`config.mk`:
```
export PLATFORM = sky130hd
export DESIGN_NAME = mul_accum_flat
export DESIGN_NICKNAME = d
export VERILOG_FILES = /design/src/rtl/mul_pkg.sv /design/src/rtl/mul_accum_if.sv /design/src/rtl/valid_delay.sv /design/src/rtl/mul_accum.sv /design/src/flat_wrapper.sv
export SDC_FILE = /design/constraint.sdc
export NUM_CORES = 1
export LEC_CHECK = 0
export BUFFER_PORTS_ARGS = -buffer_cell sky130_fd_sc_hd__clkbuf_2
export CAP_MARGIN = 20
export CORE_MARGIN = 2
export CORE_UTILIZATION = 40
export CTS_BUF_LIST = sky130_fd_sc_hd__clkbuf_8
export DETAILED_ROUTE_END_ITERATION = 7
export GPL_ROUTABILITY_DRIVEN = 0
export PLACE_DENSITY_LB_ADDON = 0.15
export SLEW_MARGIN = 20
export SYNTH_ARGS = -nofsm -noshare
export SYNTH_HDL_FRONTEND = slang
export SYNTH_SLANG_ARGS = --single-unit
```
`constraint.sdc`:
```
create_clock -name clk -period 9.85 [get_ports clk]
set_input_delay 0.985 -clock clk [delete_from_list [all_inputs] [get_ports clk]]
set_output_delay 0.985 -clock clk [all_outputs]
set_load 0.03 [all_outputs]
```
`src/rtl/mul_pkg.sv`:
```
// Shared constants and sideband type for the pipelined 18x18 multiplier and its consumers.
package mul_pkg;

    localparam int unsigned MUL_LAT = 5;
    localparam int unsigned PW      = 36;
    localparam int unsigned OPW     = 18;

    typedef struct packed {
        logic valid;
        logic last;
    } side_t;

endpackage

```
`src/rtl/mul_accum_if.sv`:
```
// Input sideband/product and result handshake bundle for mul_accum.
interface mul_accum_if #(
    parameter int unsigned PW    = mul_pkg::PW,
    parameter int unsigned AW    = 48,
    parameter int unsigned CNT_W = 16
);

    logic             in_valid;
    logic             in_last;
    logic [PW-1:0]    mul;
    logic             acc_ready;
    logic             acc_valid;
    logic [AW-1:0]    acc_out;
    logic [CNT_W-1:0] acc_count;
    logic             acc_ovf;

    modport slave (
        input  in_valid, in_last, mul, acc_ready,
        output acc_valid, acc_out, acc_count, acc_ovf
    );

    modport master (
        output in_valid, in_last, mul, acc_ready,
        input  acc_valid, acc_out, acc_count, acc_ovf
    );

endinterface

```
`src/rtl/valid_delay.sv`:
```
// Fixed-depth shift register for sideband bits, cleared by asynchronous active-low reset.
module valid_delay #(
    parameter int unsigned DEPTH = 5,
    parameter int unsigned WIDTH = 2
) (
    input  logic             clk,
    input  logic             rst_n,
    input  logic [WIDTH-1:0] d,
    output logic [WIDTH-1:0] q
);

    logic [WIDTH-1:0] sr_q [DEPTH];

    always_ff @(posedge clk or negedge rst_n) begin
        if (!rst_n) begin
            for (int i = 0; i < DEPTH; i++) sr_q[i] <= '0;
        end else begin
            sr_q[0] <= d;
            for (int i = 1; i < DEPTH; i++) sr_q[i] <= sr_q[i-1];
        end
    end

    assign q = sr_q[DEPTH-1];

endmodule

```
`src/rtl/mul_accum.sv`:
```
// Frame accumulator behind the pipelined multiplier, with a 1-deep valid/ready result register.
// Define MUL_ACCUM_SAT_EN to saturate the accumulator on carry instead of wrapping.
module mul_accum
    import mul_pkg::*;
#(
    parameter int unsigned MUL_LAT = mul_pkg::MUL_LAT,
    parameter int unsigned PW      = mul_pkg::PW,
    parameter int unsigned AW      = 48,
    parameter int unsigned CNT_W   = 16
) (
    input  logic       clk,
    input  logic       rst_n,
    mul_accum_if.slave bus,
    output logic       drop
);

    side_t side_in, side_d;

    assign side_in.valid = bus.in_valid;
    assign side_in.last  = bus.in_last & bus.in_valid;

    valid_delay #(
        .DEPTH(MUL_LAT),
        .WIDTH($bits(side_t))
    ) u_valid_delay (
        .clk  (clk),
        .rst_n(rst_n),
        .d    (side_in),
        .q    (side_d)
    );

    logic [AW-1:0]    acc_q, acc_base, acc_d;
    logic [AW:0]      sum;
    logic [CNT_W-1:0] cnt_q, cnt_d;
    logic             ovf_q, ovf_d, first_q;
    logic             frame_end;

    logic             res_valid_q, drop_q, res_ovf_q;
    logic [AW-1:0]    res_out_q;
    logic [CNT_W-1:0] res_cnt_q;

    assign frame_end = side_d.valid & side_d.last;

    // The first product of a frame starts from zero rather than the stale total.
    always_comb begin
        acc_base = first_q ? '0 : acc_q;
        sum      = {1'b0, acc_base} + {{(AW + 1 - PW){1'b0}}, bus.mul};
        cnt_d    = (first_q ? '0 : cnt_q) + CNT_W'(1);
        ovf_d    = (first_q ? 1'b0 : ovf_q) | sum[AW];
`ifdef MUL_ACCUM_SAT_EN
        // Once at all-ones any non-zero product carries again, so saturation holds.
        acc_d    = sum[AW] ? '1 : sum[AW-1:0];
`else
        acc_d    = sum[AW-1:0];
`endif
    end

    always_ff @(posedge clk or negedge rst_n) begin
        if (!rst_n) begin
            acc_q   <= '0;
            cnt_q   <= '0;
            ovf_q   <= 1'b0;
            first_q <= 1'b1;
        end else if (side_d.valid) begin
            acc_q   <= acc_d;
            cnt_q   <= cnt_d;
            ovf_q   <= ovf_d;
            first_q <= side_d.last;
        end
    end

    always_ff @(posedge clk or negedge rst_n) begin
        if (!rst_n) begin
            res_valid_q <= 1'b0;
            res_out_q   <= '0;
            res_cnt_q   <= '0;
            res_ovf_q   <= 1'b0;
            drop_q      <= 1'b0;
        end else begin
            drop_q <= frame_end & res_valid_q & ~bus.acc_ready;
            if (frame_end) begin
                if (!res_valid_q || bus.acc_ready) begin
                    res_valid_q <= 1'b1;
                    res_out_q   <= acc_d;
                    res_cnt_q   <= cnt_d;
                    res_ovf_q   <= ovf_d;
                end
            end else if (res_valid_q && bus.acc_ready) begin
                res_valid_q <= 1'b0;
            end
        end
    end

    assign bus.acc_valid = res_valid_q;
    assign bus.acc_out   = res_out_q;
    assign bus.acc_count = res_cnt_q;
    assign bus.acc_ovf   = res_ovf_q;
    assign drop          = drop_q;

endmodule
```
`src/flat_wrapper.sv`:
```
// flat-port wrapper written by rule: the top's interface ports become plain ports
module mul_accum_flat import mul_pkg::*;
#(
    parameter int unsigned MUL_LAT = mul_pkg::MUL_LAT,
    parameter int unsigned PW      = mul_pkg::PW,
    parameter int unsigned AW      = 48,
    parameter int unsigned CNT_W   = 16
)
  (clk, rst_n, drop, bus_in_valid, bus_in_last, bus_mul, bus_acc_ready, bus_acc_valid, bus_acc_out, bus_acc_count, bus_acc_ovf);
  mul_accum_if #(.PW(PW), .AW(AW), .CNT_W(CNT_W)) bus_i ();
  input  logic clk;
  input  logic rst_n;
  output logic drop;
  input wire logic [$bits(bus_i.in_valid)-1:0] bus_in_valid;
  input wire logic [$bits(bus_i.in_last)-1:0] bus_in_last;
  input wire logic [$bits(bus_i.mul)-1:0] bus_mul;
  input wire logic [$bits(bus_i.acc_ready)-1:0] bus_acc_ready;
  output wire logic [$bits(bus_i.acc_valid)-1:0] bus_acc_valid;
  output wire logic [$bits(bus_i.acc_out)-1:0] bus_acc_out;
  output wire logic [$bits(bus_i.acc_count)-1:0] bus_acc_count;
  output wire logic [$bits(bus_i.acc_ovf)-1:0] bus_acc_ovf;
  assign bus_i.in_valid = bus_in_valid;
  assign bus_i.in_last = bus_in_last;
  assign bus_i.mul = bus_mul;
  assign bus_i.acc_ready = bus_acc_ready;
  assign bus_acc_valid = bus_i.acc_valid;
  assign bus_acc_out = bus_i.acc_out;
  assign bus_acc_count = bus_i.acc_count;
  assign bus_acc_ovf = bus_i.acc_ovf;
  mul_accum #(.MUL_LAT(MUL_LAT), .PW(PW), .AW(AW), .CNT_W(CNT_W)) u_core (.clk(clk), .rst_n(rst_n), .bus(bus_i), .drop(drop));
endmodule
```
==> flow_summary.toml <==
[status]
status = "completed"

[logic_synthesis]
synth_ff_type = "dfrtp_1"
yosysWarnings = 0
synth_cell_types = 69
seq_area_frac_synth = 0.429
synth.area.top_cells = "dfrtp_1, nand2_1, ha_1"
yosysTopAreaCell = "dfrtp_1"
yosysMostFrequentCell = "nand2_1"
synth_top_area_frac = 0.426
syn-cell-area_um2 = 8350
syn_inst = 891
async_flop_share = 1.00
synthTopCellsByCount = "nand2_1, dfrtp_1, nor2_1, o21ai_0, a21oi_1"
synth_fp_nets = 970
synth_edf_count = 0
synth_seq_cells = 143
avgSynthCellArea_um2 = 9.37

[global_routing]
antenna_found_initial = 0
overflow = 0
grt_pass1_wl_um = 32600
first_global_vias = 6481
grt_start_max_net_pins = 91
grt_usage = 0.185

[power]
ir_worst_vdd_mv = 0.154
seqPwrFrac = 0.312
p_per_area_nw_per_um2 = 307
p_leak_uw = 0.00449
power_frac_clock = 0.184
swShare = 0.427
p_sw_uw = 1240
intPower_uw = 1660
p_comb_frac = 0.503

[clocking]
cts_setup_buffers = 0
clock_latency_ns = 0.46
clk_pin_slew_ns = 0.08
cts_max_level = 4
clockBufferDepth = 2
cts_tree = "built"
clkSinkCount = 143
cts_buffers = 17
cts.root.buffer_cell = "clkbuf_8"
postCtsHoldBufs = 0
cts_resized = 0

[sta]
fin_tns_setup_ns = 0
worstMarginPinSlew_ns = 1.06
fmax_mhz = 223
finalMaxSlewViolations = 0
period_minus_slack_ns = 4.47
fin_crit_sh = 0.454
setup_viol = 0
max-slew-margin-rel = 0.295
hold_ws_ns = 0.350
skew_ns = 0.0181
rsz0062_at_grt = "false"
hold_viol_final = 0

[layout]
insertedDiodeCount = 0
area_delta_synth_final_pct = 13.4
final_layout_size_suffix_gt1_frac = 0.212
finalNetCount = 1051
fillers = 2031

[setup_path]
critical_path.cell_chain = "buf_4, nor2b_1, ha_1, a21o_1, a21oi_1, o311ai_0, a221oi_1, nand2_1, a311oi_1, o21ai_0, xnor2_1, o21ai_0"
crit_buf_inv = 1
end_kind = "register"
cp_top_family = "compound AO/OA/AOI/OAI gates"
cp.required_ns = 10.15
critPathLaunchType = "register"
critPathKind = "reg -> reg"
arrival_ns = 4.78
cp_max_fo = 51
crit_slowest_cell = "dfstp_2"
cpPeakStageDelay_ns = 0.83
crit_top_cell = "o21ai_0"

[flow_run]
cap_violations = 0

[floorplanning]
die_h_um = 148
chipWidth_um = 148
core_um2 = 20400
initial_core_util = 0.410
num_rows = 52
dieArea_um2 = 22000
io_pins = 108

[routing]
vias = 6543
drt_first_iter_violations = 343
drt_wl_total_um = 19300
vias_per_cell = 5.21
drt-pass1-iter-count = 5
drc_errors = 0
wl_per_cell_um = 15.4
drtAntennaViolNets = 0

[place]
portBuffers = 107
dp_hpwl_um = 13300

[min_path]
hold_class = "reg -> reg"
## layout by cell type (no fill, tap or decap), drive strengths merged, types with 3 or more instances in the layout
master and n:
xnor2 39, nand2b 6, o22ai 11, o311ai 4, nor3b 5, o21bai 5
ha 37, nor2b 40, nor3 12, o21a 8, a21o 24, buf 5
bufinv 4, dfrtp 142, mux2i 11, a221oi 5, a21oi 43, mux2 39
nand4 6, a31oi 14, or2 4, a211oi 6, nand2 150, inv 31
o31ai 9, and2 5, xor2 15, o21ai 47, nand3 29, clkbuf 127
and3 12, and2b 3, a311oi 3, o2bb2ai 3, nor2 52, o2111ai 3
## cell families after synthesis
| family | after synthesis | share of synthesized area |
|---|---|---|
| fa+ha+maj | 38 | 0.0579 |
| mux | 50 | 0.0658 |
| simple gates | 329 | 0.185 |
| compound gates | 200 | 0.162 |
| flops | 143 | 0.429 |
| xor+xnor | 54 | 0.0567 |
| buf+inv | 77 | 0.0442 |
## power groups by stage
stage | registers [uW] | clock network, uW | logic (uW)
global route | 937 | 574 | 1620
CTS | 908 | 550 | 1470
finish | 906 | 535 | 1460
global placement | 917 | 0 | 1450
floorplan | 1090 | 0 | 961
detailed placement | 919 | 0 | 1460
## final timing paths
path	start	end	slack, ns	cells past startpoint
min	u_core.u_valid_delay.sr_q[8]	u_core.u_valid_delay.sr_q[6]	0.35	0
max reg2reg	u_core.first_q	u_core.bus.acc_out[32]	5.38	12
min reg2reg	u_core.u_valid_delay.sr_q[8]	u_core.u_valid_delay.sr_q[6]	0.35	0
max in group asynchronous	rst_n	u_core.u_valid_delay.q[1]	7.89	2
max	u_core.first_q	u_core.bus.acc_out[32]	5.38	12
min in group asynchronous	rst_n	u_core.bus.acc_count[7]	0.55	1
## per-layer routing
metal  vias to the layer above  GRT usage  wire [um]
li1                       3252          -          -
met2                       123      0.294       8930
met5                         -          0          0
met3                        17     0.0288        686
met1                      3151      0.259       9410
met4                         0     0.0605        250
## sequential cells by signal (all words and copies together), names as in the netlist
register	cells
u_core.acc_q	48
u_core.bus.acc_out	48
u_core.bus.acc_count	16
u_core.cnt_q	16
u_core.u_valid_delay.sr_q	8
u_core.u_valid_delay.q	2
u_core.bus.acc_ovf	1
u_core.bus.acc_valid	1
u_core.drop	1
u_core.first_q	1
u_core.ovf_q	1
## cell type report
type                       count  area (um2)  share of cell area
sequential                   143        3580               0.378
multi-input combinational    671        4420               0.467
clock buffer                  21         289              0.0305
inverter                      28         105              0.0111
clock inverter                11         161              0.0171
timing repair buffer         111         572              0.0604
tap                          270         338              0.0357
## per-stage QoR
stage	setup WS [ns]	total power (uW)	instances	cell area, um2	util
floorplan	5.68	2050	891	8350	-
global placement	5.40	2370	1223	9010	0.443
detailed placement	5.39	2380	1223	9010	0.443
CTS	5.35	2930	1255	9460	0.465
global route	4.96	3130	1255	9460	0.465
finish	5.38	2900	1255	9460	0.465
Power figures use the tool's default switching activity.
